===== config.mk =====
export PLATFORM = sky130hd
export DESIGN_NAME = cpu_sequencer
export DESIGN_NICKNAME = d
export VERILOG_FILES = /design/src/rtl/cpu_sequencer.sv
export SDC_FILE = /design/constraint.sdc
export NUM_CORES = 1
export LEC_CHECK = 0
export CAP_MARGIN = 0
export CELL_PAD_IN_SITES_DETAIL_PLACEMENT = 1
export CELL_PAD_IN_SITES_GLOBAL_PLACEMENT = 2
export CORE_MARGIN = 1
export CORE_UTILIZATION = 23
export CTS_CLUSTER_DIAMETER = 40
export DETAILED_ROUTE_END_ITERATION = 7
export PLACE_DENSITY_LB_ADDON = 0.1
export SETUP_SLACK_MARGIN = 0.1
export SYNTH_ARGS = -nofsm -noshare
export SYNTH_HDL_FRONTEND = slang
export SYNTH_SLANG_ARGS = --single-unit

===== constraint.sdc =====
create_clock -name clk -period 4.5 [get_ports clk]
set_input_delay 0.45 -clock clk [delete_from_list [all_inputs] [get_ports clk]]
set_output_delay 0.45 -clock clk [all_outputs]
set_load 0.01 [all_outputs]

===== src/rtl/cpu_sequencer.sv =====
// cpu_sequencer: microstep counter and opcode/step decoder driving the 8-bit computer's control strobes.
module cpu_sequencer #(
    parameter int OPW      = 4,
    parameter int MAX_STEP = 4
) (
    input  logic       clk,
    input  logic       reset,
    input  logic       run,
    input  logic [7:0] instr,
    input  logic       flag_c,
    input  logic       flag_z,
    output logic [2:0] step,
    output logic       pc_inc,
    output logic       pc_load,
    output logic       pc_oe,
    output logic       mar_load,
    output logic       ram_oe,
    output logic       ram_we,
    output logic       ir_load,
    output logic       ir_oe,
    output logic       a_load,
    output logic       a_oe,
    output logic       b_load,
    output logic       alu_oe,
    output logic       alu_sub,
    output logic       flags_load,
    output logic       out_load,
    output logic       halted,
    output logic [7:0] instr_count
);
    logic [OPW-1:0] op;
    logic [2:0]     step_q, step_d, last_raw, last_step;
    logic           halted_q, halted_d;
    logic [7:0]     instr_count_q, instr_count_d;
    logic           active, is_last, mem_op, jump;
    logic           t0, t1, t2, t3, t4;
    logic           is_lda, is_add, is_sub, is_sta, is_ldi, is_jmp, is_jc, is_jz, is_out, is_hlt;
    logic           unused_operand;

    assign op             = instr[7:8-OPW];
    assign unused_operand = ^instr[7-OPW:0];

    assign is_lda = op == OPW'(1);
    assign is_add = op == OPW'(2);
    assign is_sub = op == OPW'(3);
    assign is_sta = op == OPW'(4);
    assign is_ldi = op == OPW'(5);
    assign is_jmp = op == OPW'(6);
    assign is_jc  = op == OPW'(7);
    assign is_jz  = op == OPW'(8);
    assign is_out = op == OPW'(14);
    assign is_hlt = op == OPW'(15);

    assign last_raw  = (is_add | is_sub) ? 3'd4 : (is_lda | is_sta) ? 3'd3 : 3'd2;
    assign last_step = (last_raw > 3'(MAX_STEP)) ? 3'(MAX_STEP) : last_raw;
    assign is_last   = step_q >= last_step;

    assign active = run & ~halted_q & ~reset;
    assign t0     = active & (step_q == 3'd0);
    assign t1     = active & (step_q == 3'd1);
    assign t2     = active & (step_q == 3'd2);
    assign t3     = active & (step_q == 3'd3);
    assign t4     = active & (step_q == 3'd4);
    assign mem_op = is_lda | is_add | is_sub | is_sta;
    assign jump   = is_jmp | (is_jc & flag_c) | (is_jz & flag_z);

    always_comb begin
        step_d        = reset ? 3'd0 : active ? (is_last ? 3'd0 : step_q + 3'd1) : step_q;
        halted_d      = ~reset & (halted_q | (active & is_last & is_hlt));
        instr_count_d = reset ? 8'd0 : instr_count_q + {7'd0, active & is_last};
    end

    always_ff @(posedge clk) begin
        step_q        <= step_d;
        halted_q      <= halted_d;
        instr_count_q <= instr_count_d;
    end

    // Only one bus driver per step: fetch uses pc/ram, execute uses ir/ram/a/alu in disjoint steps.
    assign pc_oe      = t0;
    assign mar_load   = t0 | (t2 & mem_op);
    assign ram_oe     = t1 | (t3 & (is_lda | is_add | is_sub));
    assign ir_load    = t1;
    assign pc_inc     = t1;
    assign ir_oe      = t2 & (mem_op | is_ldi | jump);
    assign pc_load    = t2 & jump;
    assign a_load     = (t3 & is_lda) | (t2 & is_ldi) | (t4 & (is_add | is_sub));
    assign a_oe       = (t3 & is_sta) | (t2 & is_out);
    assign ram_we     = t3 & is_sta;
    assign b_load     = t3 & (is_add | is_sub);
    assign alu_oe     = t4 & (is_add | is_sub);
    assign alu_sub    = t4 & is_sub;
    assign flags_load = t4 & (is_add | is_sub);
    assign out_load   = t2 & is_out;

    assign step        = step_q;
    assign halted      = halted_q;
    assign instr_count = instr_count_q;
endmodule


# ---- Word-level counts from Yosys, hierarchy flattened
# Index checks and enable logic that the tools add are counted.
dict set report word_totals {
  wordCells 66
  regBits 12
  input_bits 13
}
dict set report classes {
  addsub 2
  reduce_logical 1
  muxes 4
  magnitude_cmp 2
  eq_ne 14
  n_bitwise 40
}
# op n
set ops {}
lappend ops {{AND 1 bit} 23}
lappend ops {{== test 4 x 3 -> 1 bit, second input constant} 4}
lappend ops {{OR 1 bit} 15}
lappend ops {{== test 4 bit, second input constant} 3}
lappend ops {{two-way mux 3 bit} 3}
lappend ops {{adder 8 x 1 -> 8 bit} 1}
lappend ops {{== test 4 x 2 -> 1 bit, second input constant} 2}
lappend ops {{== test 3 x 2 -> 1 bit, second input constant} 2}
lappend ops {{== test 4 x 1 -> 1 bit, second input constant} 1}
lappend ops {{adder 3 x 1 -> 3 bit, second input constant} 1}
lappend ops {{== test 3 x 1 -> 1 bit, second input constant} 1}
lappend ops {{== test 3 bit, second input constant} 1}
lappend ops {{greater-or-equal comparator 3 bit} 1}
lappend ops {{greater-than comparator 3 bit, second input constant} 1}
lappend ops {{zero test 3 bit} 1}
lappend ops {{inverter 1 bit} 2}
lappend ops {{two-way mux 1 bit} 1}

# ---- Logic depth before layout (Yosys ltp)
# Gate-level depths: netlist (run 1).
dict set report logic_depth {
  ltp_word 11
  mapped_depth 14
  mapped_depth_nobuf 13
}

# ---- Worst setup path before layout (run 1)
# Ideal clock, no wire load.
dict set report synth_timing {
  path_type {in2reg}
  start {input port instr[5]}
  end {register instr_count_q[6], in the netlist instr_count[6]}
  setup_ns 0.128
  arrival_time_ns 2.424
  setup_slack_ns 1.949
  path_stages 13
  t_required_ns 4.372
  path_cell_list {clkbuf_1 > and2_1 > inv_1 > ha_1 > a21oi_1 > o21ai_1 > and2_1 > ha_1 > ha_1 > and3_1 > nand3_1 > xor2_1 > nor2_1}
}
dict set report synth_via {
  elab_chain_len 9
}
# element line
set synth_rtl {}
lappend synth_rtl {{start, declared} 9} ;# input logic [7:0] instr,
lappend synth_rtl {{== test 4 x 1 -> 1 bit / == test 4 x 3 -> 1 bit (equally long branches)} {43, 46}}
lappend synth_rtl {{OR 1 bit} 54} ;# assign last_raw = (is_add | is_sub) ? 3'd4 : (is_lda | is_sta) ? 3'd3 : 3'd2;
lappend synth_rtl {{two-way mux 1 bit} 54}
lappend synth_rtl {{two-way mux 3 bit *} 54}
lappend synth_rtl {{greater-than comparator 3 bit} 55} ;# assign last_step = (last_raw > 3'(MAX_STEP)) ? 3'(MAX_STEP) : last_raw;
lappend synth_rtl {{two-way mux 3 bit *} 55}
lappend synth_rtl {{greater-or-equal comparator 3 bit *} 56} ;# assign is_last = step_q >= last_step;
lappend synth_rtl {{AND 1 bit *} 70} ;# instr_count_d = reset ? 8'd0 : instr_count_q + {7'd0, active & is_last};
lappend synth_rtl {{adder 8 x 1 -> 8 bit *} 70}
lappend synth_rtl {{end signal, assigned} 76} ;# instr_count_q <= instr_count_d;
lappend synth_rtl {{end, declared} 34} ;# logic [7:0] instr_count_q, instr_count_d;
# Mark *: on every way between the ends. The rest lies on a longest branch, timed or not.
# A chain may end at the register's enable or synchronous reset.

# ---- Worst setup path after layout (run 1)
dict set report layout_timing {
  start {input port instr[6]}
  end {register instr_count_q[6], in the netlist instr_count[6]}
}
# Same word-level chain as after synthesis.

==> impl_metrics.toml, run 1 <==
[route]
initialDrtViolationCount = 34
via_per_inst = 4.58
vias = 880
antenna_left = 0
avgRoutedWirePerCell_um = 12.7
wl_um = 2430
residual_drc = 0
detail_route.first_pass.iterations = 4

[power_and_ir_drop]
fraction_of_power_consumed_by_the_clock_network_pct = 41.2
total_leakage_power_nw = 0.509
ir_drop_mv = 0.161
internal-power_uw = 211
net-switching-power_uw = 69.5
power.density_cell_area_mw_per_mm2 = 215
power.combinational.fraction_pct = 19.0
total_power_uw = 280
portion_of_total_power_attributed_to_sequential_cells_pct = 39.9
netSwitchingFraction_pct = 24.8

[synthesis]
synth_mux_area_share_pct = 0
yosys_register_bits = 12
yosys.area_share.xor_xnor_pct = 7.03
postSynth.asyncResetShare_pct = 0
post_synth_main_area_contributors = "sky130_fd_sc_hd__dfxtp_1 (28%), sky130_fd_sc_hd__ha_1 (14%), sky130_fd_sc_hd__nor2_1 (6.9%), sky130_fd_sc_hd__a21oi_1 (4.6%), sky130_fd_sc_hd__nand2_1 (4.3%)"
synth-simple-area-share_pct = 30.1
netlist.top_cell.by_area = "sky130_fd_sc_hd__dfxtp_1"
synth_edf_count = 0
post_synth_instance_area_um2 = 872
synth_largest_type_area_fraction_pct = 27.5
synth.net_count = 134
combinational_family_with_the_most_area_after_synthesis = "simple AND/OR/NAND/NOR gates"
post_synth_fa_ha_maj_area_fraction_pct = 14.3
post_synth_inst_count = 111
synth.top_cells.by_count = "sky130_fd_sc_hd__nor2_1 (16), sky130_fd_sc_hd__dfxtp_1 (12), sky130_fd_sc_hd__ha_1 (10), sky130_fd_sc_hd__nand2_1 (10), sky130_fd_sc_hd__inv_1 (9)"
synth-main-ff-cell = "sky130_fd_sc_hd__dfxtp_1"
synthesis.area_per_instance_um2 = 7.86
synth_cell_types = 30
yosysWarningCount = 0
area_fraction_in_compound_gates_after_synthesis_pct = 12.6
seq_area_frac_synth_pct = 27.5
synthMostInstantiatedCell = "sky130_fd_sc_hd__nor2_1"

[critical_path]
critical_path_peak_fanout = 9
worstPathRequired_ns = 4.61
cp.arrival_ns = 3.33
worst_setup_path_end_kind = "flip-flop"
cp_startpoint_kind = "input pin"
setup_cp_type = "in2reg"
r2r_cells = 11

[floorplanning]
design.core.area_mm2 = 0.00366
die-width_um = 63.6
chipHeight_um = 63.6
placement_rows = 22
initial_utilization_pct = 23.8
num_io_pins = 40
fp.dieArea_mm2 = 0.00404

[clock_network]
tritoncts = "done"
cts_buffers = 3
cts_resizes = 0
cts-root-buf = "sky130_fd_sc_hd__clkbuf_8"
postCtsHoldBufs = 0
cts_post_setup_buffers_inserted = 0
path_clk_slew_ns = 0.05
htree_num_levels = 1
numClockSinks = 12
clkLatencyLatePin_ns = 0.24
max-clock-path-buffers = 2

[finish]
area_growth_syn_to_layout_pct = 49.4
num-nets-final = 168
antenna_cells = 0
layout-drive-gt1-share_pct = 6.25

[timing]
setup_viol = 0
final_min_period_over_clock_period_pct = 71.5
finalWorstPathRequiredPeriod_ns = 3.22
hold_violations = 0
rsz0062_at_grt = "no"
timing.fmax_mhz = 311
fin_setup_tns_ns = 0
max-slew-margin-rel_pct = 63.4
fin_worst_skew_ns = 0.00408
pins_over_slew_limit = 0
worst_slew_pin_slew_ns = 0.547

[global_route]
grt_start_max_net_pins = 15
global_route.usage.total_pct = 12.8
grt_first_pass_wirelength_um = 4040
antenna_found_initial = 0
global_route.overflow_total = 0
first_global_vias = 859

[run]
max_cap_viols = 0

[placed_design]
io_buffers = 35
final_estimated_routing_congestion_in_global_placement = 0.734
detailed_place_hpwl_um = 1930

[hold_path]
holdPathStages = 2
min-delay-path-class = "reg2reg"

[run_status]
outcome = "finished, final reports clean"
[flip-flops by register name (all words and copies together), names as in the netlist]
name         cells
halted           1
step             3
instr_count      8
[cells in the final DEF, fill, tap and decap left out, drive strengths merged]
cell / synthesis / routed
nor3: 1 / 1
o21ai: 1 / 1
o41ai: 1 / 1
xor2: 4 / 4
nand2b: 1 / 1
xnor2: 3 / 3
o221ai: 1 / 1
o31ai: 1 / 1
ha: 10 / 10
or4: 1 / 1
clkdlybuf4s50: 0 / 35
o2111a: 1 / 1
inv: 10 / 10
nand3: 3 / 3
nor2: 16 / 16
and2: 4 / 4
dfxtp: 12 / 12
and3: 2 / 2
a21oi: 8 / 8
nand2: 10 / 10
a31oi: 1 / 1
nor4b: 1 / 1
a21boi: 1 / 1
a41oi: 1 / 1
nor2b: 4 / 4
clkbuf: 2 / 4
or3: 3 / 3
nand4: 4 / 4
[worst paths after layout]
kind	to	slack (ns)	startpoint
worst max-delay path	instr_count[6]	1.28	instr[6]
worst max register to register	instr_count[6]	2.07	step[0]
worst min register to register	instr_count[7]	0.51	instr_count[7]
worst min-delay path	instr_count[7]	0.51	instr_count[7]
[through the flow]
stage                     instance area [um2]  hold slack [ns]  worst slack, ns  instances  utilization, %
final                                    1300            0.514             1.28        192            35.6
after global routing                     1300            0.573             1.05        192            35.6
after CTS                                1300            0.521             1.24        192            35.6
after detailed placement                 1250            0.505            0.991        188            34.1
after global placement                   1250            0.492             1.04        188            34.1
after floorplan                           872            0.521             1.95        111               -
[power by group through the flow]
stage / clock, mW / combinational, mW / sequential (mW)
floorplan: 0 / 0.0289 / 0.114
global placement: 0 / 0.0530 / 0.114
detailed placement: 0 / 0.0536 / 0.114
CTS: 0.120 / 0.0541 / 0.112
global route: 0.130 / 0.0588 / 0.112
finish: 0.115 / 0.0532 / 0.112
[area by class of cell]
type / instances / area (um2)
flip-flops and latches: 12 / 240
well taps: 48 / 60.1
fillers: 447 / 2360
inverters: 10 / 37.5
repair buffers: 35 / 350
clock buffers: 4 / 55.1
multi-input cells: 83 / 559
[worst max-delay path, stage by stage]
cell	delay, ns
sky130_fd_sc_hd__clkdlybuf4s50_1	0.59
sky130_fd_sc_hd__inv_1	0.21
sky130_fd_sc_hd__nand2_1	0.11
sky130_fd_sc_hd__a21boi_0	0.28
sky130_fd_sc_hd__ha_1	0.28
sky130_fd_sc_hd__nor2b_1	0.11
sky130_fd_sc_hd__o21ai_1	0.16
sky130_fd_sc_hd__and2_1	0.19
sky130_fd_sc_hd__ha_1	0.21
sky130_fd_sc_hd__ha_1	0.21
sky130_fd_sc_hd__and3_1	0.21
sky130_fd_sc_hd__nand3_1	0.10
sky130_fd_sc_hd__xor2_1	0.15
sky130_fd_sc_hd__nor2_1	0.05
[cells by family after synthesis]
| kind of cell | Yosys count |
|---|---|
| AOI/OAI and AO/OA | 16 |
| xor gates and xnor gates | 7 |
| adders and majority gates | 10 |
| buffers and inverters | 16 |
| DFF | 12 |
| and+or+nand+nor | 50 |
[metal layers]
layer / global-route usage, % / vias up / part of all wire, %
li1: - / 444 / -
met1: 17.2 / 417 / 52
met2: 20.1 / 19 / 45
met3: 3.62 / 0 / 3.7
met4: 2.56 / 0 / 0
met5: 0 / - / 0
Power figures use the tool's default switching activity.
==> run 2, diff against run 1 <==
--- a/config.mk
+++ b/config.mk
@@ -9,7 +9,7 @@
 export CELL_PAD_IN_SITES_DETAIL_PLACEMENT = 1
 export CELL_PAD_IN_SITES_GLOBAL_PLACEMENT = 2
 export CORE_MARGIN = 1
-export CORE_UTILIZATION = 23
+export CORE_UTILIZATION = 19
 export CTS_CLUSTER_DIAMETER = 40
 export DETAILED_ROUTE_END_ITERATION = 7
 export PLACE_DENSITY_LB_ADDON = 0.1
==> constraint.sdc (replaced) <==
create_clock -name clk -period 2.87 [get_ports clk]
set_input_delay 0.287 -clock clk [delete_from_list [all_inputs] [get_ports clk]]
set_output_delay 0.287 -clock clk [all_outputs]
set_load 0.01 [all_outputs]
==> impl_metrics.toml, run 2 (same netlist as run 1, synthesis figures left out) <==
[finish]
final_core_utilization_pct = 32.4
area_growth_syn_to_layout_pct = 62.7
antenna_cells = 0
layout.filler_cells = 521
mostFrequentLayoutCell = "sky130_fd_sc_hd__clkdlybuf4s50_1"
layout.cells.most_common_list = "sky130_fd_sc_hd__clkdlybuf4s50_1 (34), sky130_fd_sc_hd__nor2_1 (16), sky130_fd_sc_hd__buf_4 (15), sky130_fd_sc_hd__dfxtp_1 (12)"
largest_reg_flops = 8
multi_input_comb_area_um2 = 569
instances_no_fill = 210
layout-drive-gt1-share_pct = 16.5
sequential_cell_area_um2 = 240
num-nets-final = 183

[critical_path]
setup_cp_type = "in2reg"
worstPathRequired_ns = 3.00
critical_path_peak_fanout = 4
cp.arrival_ns = 2.71
cp_startpoint_kind = "input pin"
worst_setup_path_end_kind = "flip-flop"

[timing]
final_min_period_over_clock_period_pct = 90.2
max-slew-margin-rel_pct = 76.2
finalWorstPathRequiredPeriod_ns = 2.59
holdWs_ns = 0.505
setup_viol = 0
timing.final.ws_setup_ns = 0.282
rsz0062_at_grt = "no"
hold_violations = 0
worst_slew_pin_slew_ns = 0.353
timing.fmax_mhz = 386
pins_over_slew_limit = 0
fin_worst_skew_ns = 0.000492

[route]
initialDrtViolationCount = 37
antenna_left = 0
via_per_inst = 4.27
vias = 897
wl_um = 2650
detail_route.first_pass.iterations = 2
residual_drc = 0
avgRoutedWirePerCell_um = 12.6

[hold_path]
min-delay-path-class = "reg2reg"

[clock_network]
tritoncts = "done"
path_clk_slew_ns = 0.05
clkLatencyLatePin_ns = 0.23
cts_buffers = 3
numClockSinks = 12
cts-root-buf = "sky130_fd_sc_hd__clkbuf_8"
htree_num_levels = 1
max-clock-path-buffers = 2

[floorplanning]
initial_utilization_pct = 19.9
num_io_pins = 40
design.core.area_mm2 = 0.00438
placement_rows = 24
die-width_um = 69.8
chipHeight_um = 69.8
fp.dieArea_mm2 = 0.00487

[run_status]
outcome = "finished, final reports clean"

[global_route]
global_route.usage.total_pct = 11.0
global_route.overflow_total = 0
grt_start_max_net_pins = 13
grt_first_pass_wirelength_um = 4220
antenna_found_initial = 0
first_global_vias = 859

[power_and_ir_drop]
total_power_uw = 423
power.density_cell_area_mw_per_mm2 = 298
ir_drop_mv = 0.277
total_leakage_power_nw = 0.588

[placed_design]
final_estimated_routing_congestion_in_global_placement = 0.702
dp_cells = 207
io_buffers = 35
detailed_place_hpwl_um = 2170
place_ws_ns = -0.0991

[run]
max_cap_viols = 0
-- run 2: cell count changes in the layout (fill, tap and decap cells not counted), sizes merged --
cell,delta
buf,+15
clkbuf,-1
clkdlybuf4s50,-1
dlymetal6s2s,+1
-- run 2: area by class of cell --
class / instances / area share (%)
tap: 52 / 4.59
timing repair buffer: 50 / 32.8
inverter: 10 / 2.65
clock buffer: 3 / 2.91
multi-input combinational: 83 / 40.1
sequential: 12 / 16.9
-- run 2: critical path, stage by stage --
cell	delay, ns
sky130_fd_sc_hd__clkdlybuf4s50_1	0.56
sky130_fd_sc_hd__nand2_1	0.12
sky130_fd_sc_hd__a21boi_2	0.17
sky130_fd_sc_hd__ha_1	0.25
sky130_fd_sc_hd__nor2b_1	0.16
sky130_fd_sc_hd__o21ai_2	0.09
sky130_fd_sc_hd__and2_1	0.15
sky130_fd_sc_hd__ha_1	0.20
sky130_fd_sc_hd__ha_1	0.21
sky130_fd_sc_hd__and3_1	0.21
sky130_fd_sc_hd__nand3_1	0.10
sky130_fd_sc_hd__xor2_1	0.16
sky130_fd_sc_hd__nor2_1	0.05
-- run 2: worst paths after layout --
check             startpoint              to  slack [ns]  cells past startpoint
hold reg to reg       halted          halted        0.51                      2
setup reg to reg     step[0]  instr_count[6]        0.60                     11
hold / removal        halted          halted        0.51                      2
setup / recovery    instr[4]  instr_count[6]        0.28                     13
-- run 2: timing repair --
action                     in CTS  in global routing
hold buffers                    0                  0
setup endpoints to repair       0                  3
gates resized for setup         0                  5
buffers inserted                0                  0
-- run 2: stage by stage --
step / TNS, ns / instance area, um2
3_5_place_dp: -0.103 / 1370
5_1_grt: 0 / 1420
2_1_floorplan: 0 / 872
4_1_cts: 0 / 1410
3_3_place_gp: -0.0430 / 1370
6_report: 0 / 1420
-- run 2: where the power goes --
part           internal [mW]  switching, mW  total, mW
clock                 0.0919         0.0551      0.147
combinational         0.0528         0.0478      0.101
sequential             0.170        0.00476      0.175
total                  0.315          0.108      0.423
-- run 2: layer usage --
| layer | GRT usage (%) | share of wire, % |
|---|---|---|
| met1 | 13.7 | 47 |
| met2 | 18.9 | 49 |
| met3 | 1.74 | 3.4 |
| met4 | 4.67 | 0.87 |
| met5 | 0 | 0 |
==> run 3, diff against run 2 <==
--- a/config.mk
+++ b/config.mk
@@ -8,7 +8,7 @@
 export CAP_MARGIN = 0
 export CELL_PAD_IN_SITES_DETAIL_PLACEMENT = 1
 export CELL_PAD_IN_SITES_GLOBAL_PLACEMENT = 2
-export CORE_MARGIN = 1
+export CORE_MARGIN = 4
 export CORE_UTILIZATION = 19
 export CTS_CLUSTER_DIAMETER = 40
 export DETAILED_ROUTE_END_ITERATION = 7
==> impl_metrics.toml, run 3 (same netlist as run 1, synthesis figures left out) <==
[global_route]
global_route.overflow_total = 0
global_route.usage.total_pct = 9.99
grt_start_max_net_pins = 13
first_global_vias = 976
grt_first_pass_wirelength_um = 4440
antenna_found_initial = 0

[timing]
finalWorstPathRequiredPeriod_ns = 2.56
fin_worst_skew_ns = 0.00248
pins_over_slew_limit = 0
final_min_period_over_clock_period_pct = 89.2
max-slew-margin-rel_pct = 77.4
rsz0062_at_grt = "no"
timing.fmax_mhz = 391
worst_slew_pin_slew_ns = 0.337
setup_viol = 0
hold_violations = 0

[finish]
mostFrequentLayoutCell = "sky130_fd_sc_hd__clkdlybuf4s50_1"
layout-drive-gt1-share_pct = 15.7
design_area_mm2 = 0.00143
layout.cells.most_common_list = "sky130_fd_sc_hd__clkdlybuf4s50_1 (34), sky130_fd_sc_hd__nor2_1 (16), sky130_fd_sc_hd__buf_4 (15), sky130_fd_sc_hd__dfxtp_1 (12)"
num-nets-final = 183
largest_reg_flops = 8
area_growth_syn_to_layout_pct = 63.4
layout.filler_cells = 522
antenna_cells = 0

[clock_network]
cts_resizes = 0
cts_post_setup_buffers_inserted = 0
path_clk_slew_ns = 0.05
numClockSinks = 12
htree_num_levels = 1
cts-root-buf = "sky130_fd_sc_hd__clkbuf_8"
max-clock-path-buffers = 2
cts_buffers = 3
clkLatencyLatePin_ns = 0.24
postCtsHoldBufs = 0
tritoncts = "done"

[power_and_ir_drop]
fraction_of_power_consumed_by_the_clock_network_pct = 39.9
power.combinational.fraction_pct = 21.7
ir_drop_mv = 0.171
netSwitchingFraction_pct = 24.6
total_leakage_power_nw = 0.593
internal-power_uw = 343
portion_of_total_power_attributed_to_sequential_cells_pct = 38.5
net-switching-power_uw = 112
power.density_cell_area_mw_per_mm2 = 320
total_power_uw = 456

[critical_path]
cp_cell_sequence = "clkdlybuf4s50_1 > nand2_1 > a21boi_1 > ha_1 > nor2b_1 > o21ai_1 > and2_1 > ha_1 > ha_1 > and3_1 > nand3_1 > xor2_1 > nor2_1"
regToRegEndpoint = "instr_count[6]"
r2r_cells = 11
critical_path.max_stage_delay_ns = 0.55
cpMaxStageDelayCell = "sky130_fd_sc_hd__clkdlybuf4s50_1"
timing.reg2reg.setup_slack_ns = 0.62
cp_startpoint_kind = "input pin"
rr_startpoint = "step[0]"
path_common_cell = "sky130_fd_sc_hd__ha_1"
cp.arrival_ns = 2.69
setup_cp_type = "in2reg"
worstPathRequired_ns = 3.00
worst_setup_path_end_kind = "flip-flop"
cp.buffers_inverters = 1
timing.critical_path.max_delay_family = "simple AND/OR/NAND/NOR gates"
critical_path_peak_fanout = 4

[route]
initialDrtViolationCount = 16
vias = 926
via_per_inst = 4.39
wl_um = 2680
antenna_left = 0
avgRoutedWirePerCell_um = 12.7
detail_route.first_pass.iterations = 2
residual_drc = 0

[floorplanning]
initial_utilization_pct = 19.9
design.core.area_mm2 = 0.00438
die-width_um = 75.8
chipHeight_um = 75.8
placement_rows = 24
num_io_pins = 40
fp.dieArea_mm2 = 0.00574

[placed_design]
detailed_place_hpwl_um = 2270
io_buffers = 35
final_estimated_routing_congestion_in_global_placement = 0.661
post_dp_cell_area_mm2 = 0.00137

[hold_path]
hold_path_start = "halted"
hold_end = "halted"
holdPathStages = 2
min-delay-path-class = "reg2reg"

[run_status]
outcome = "finished, final reports clean"

[run]
max_cap_viols = 0
[run 3: changes by cell type in the layout (fill, tap and decap cells not counted)]
cell / before / now
sky130_fd_sc_hd__clkbuf_8: 3 / 4
sky130_fd_sc_hd__a21boi_1: 0 / 1
sky130_fd_sc_hd__a21boi_2: 1 / 0
sky130_fd_sc_hd__o21ai_1: 0 / 1
sky130_fd_sc_hd__o21ai_2: 1 / 0
[run 3: layer usage]
layer,vias to the layer above,GRT usage [%],share of wire [%]
li1,468,-,-
met4,0,4.08,1.3
met5,-,0,0
met1,431,12.0,41
met2,23,17.2,50
met3,4,1.98,7.2
[run 3: worst max path at each step]
| stage | startpoint | end | slack (ns) | cells past startpoint |
|---|---|---|---|---|
| finish | instr[4] | instr_count[6] | 0.31 | 13 |
| global route | instr[7] | instr_count[6] | 0.09 | 14 |
| CTS | instr[6] | instr_count[6] | 0.16 | 14 |
| detailed placement | instr[6] | instr_count[6] | -0.1 | 14 |
| global placement | instr[6] | instr_count[6] | -0.04 | 14 |
| floorplan | instr[5] | instr_count[6] | 0.48 | 13 |
[run 3: power groups by stage]
stage	registers [mW]	logic (mW)	clock network (mW)
floorplan	0.179	0.0453	0
global placement	0.179	0.0989	0
detailed placement	0.179	0.0992	0
CTS	0.175	0.0999	0.189
global route	0.176	0.111	0.198
finish	0.175	0.0987	0.182
[run 3: final cells by class]
| class | count | area [um2] | area share [%] |
|---|---|---|---|
| clock buffers | 4 | 55.1 | 3.86 |
| inverters | 10 | 37.5 | 2.63 |
| multi-input cells | 83 | 562 | 39.4 |
| flip-flops and latches | 12 | 240 | 16.9 |
| well taps | 52 | 65.1 | 4.57 |
| repair buffers | 50 | 465 | 32.7 |
[run 3: tightest hold or removal path: cells and delay by family, from the launching register on]
family,cells,cell delay (ns)
DFF,1,0.35
AOI/OAI and AO/OA,1,0.05
and+or+nand+nor,1,0.07
[run 3: per-stage QoR]
step                      setup TNS [ns]  hold WS [ns]  setup WS (ns)  cells  utilization, %
after global placement           -0.0372         0.498        -0.0372    207            31.1
after detailed placement          -0.106         0.515        -0.0989    207            31.1
after floorplan                        0         0.359          0.482    111               -
after CTS                              0         0.528          0.161    211            32.4
after global routing                   0         0.557         0.0947    211            32.5
final                                  0         0.511          0.311    211            32.5
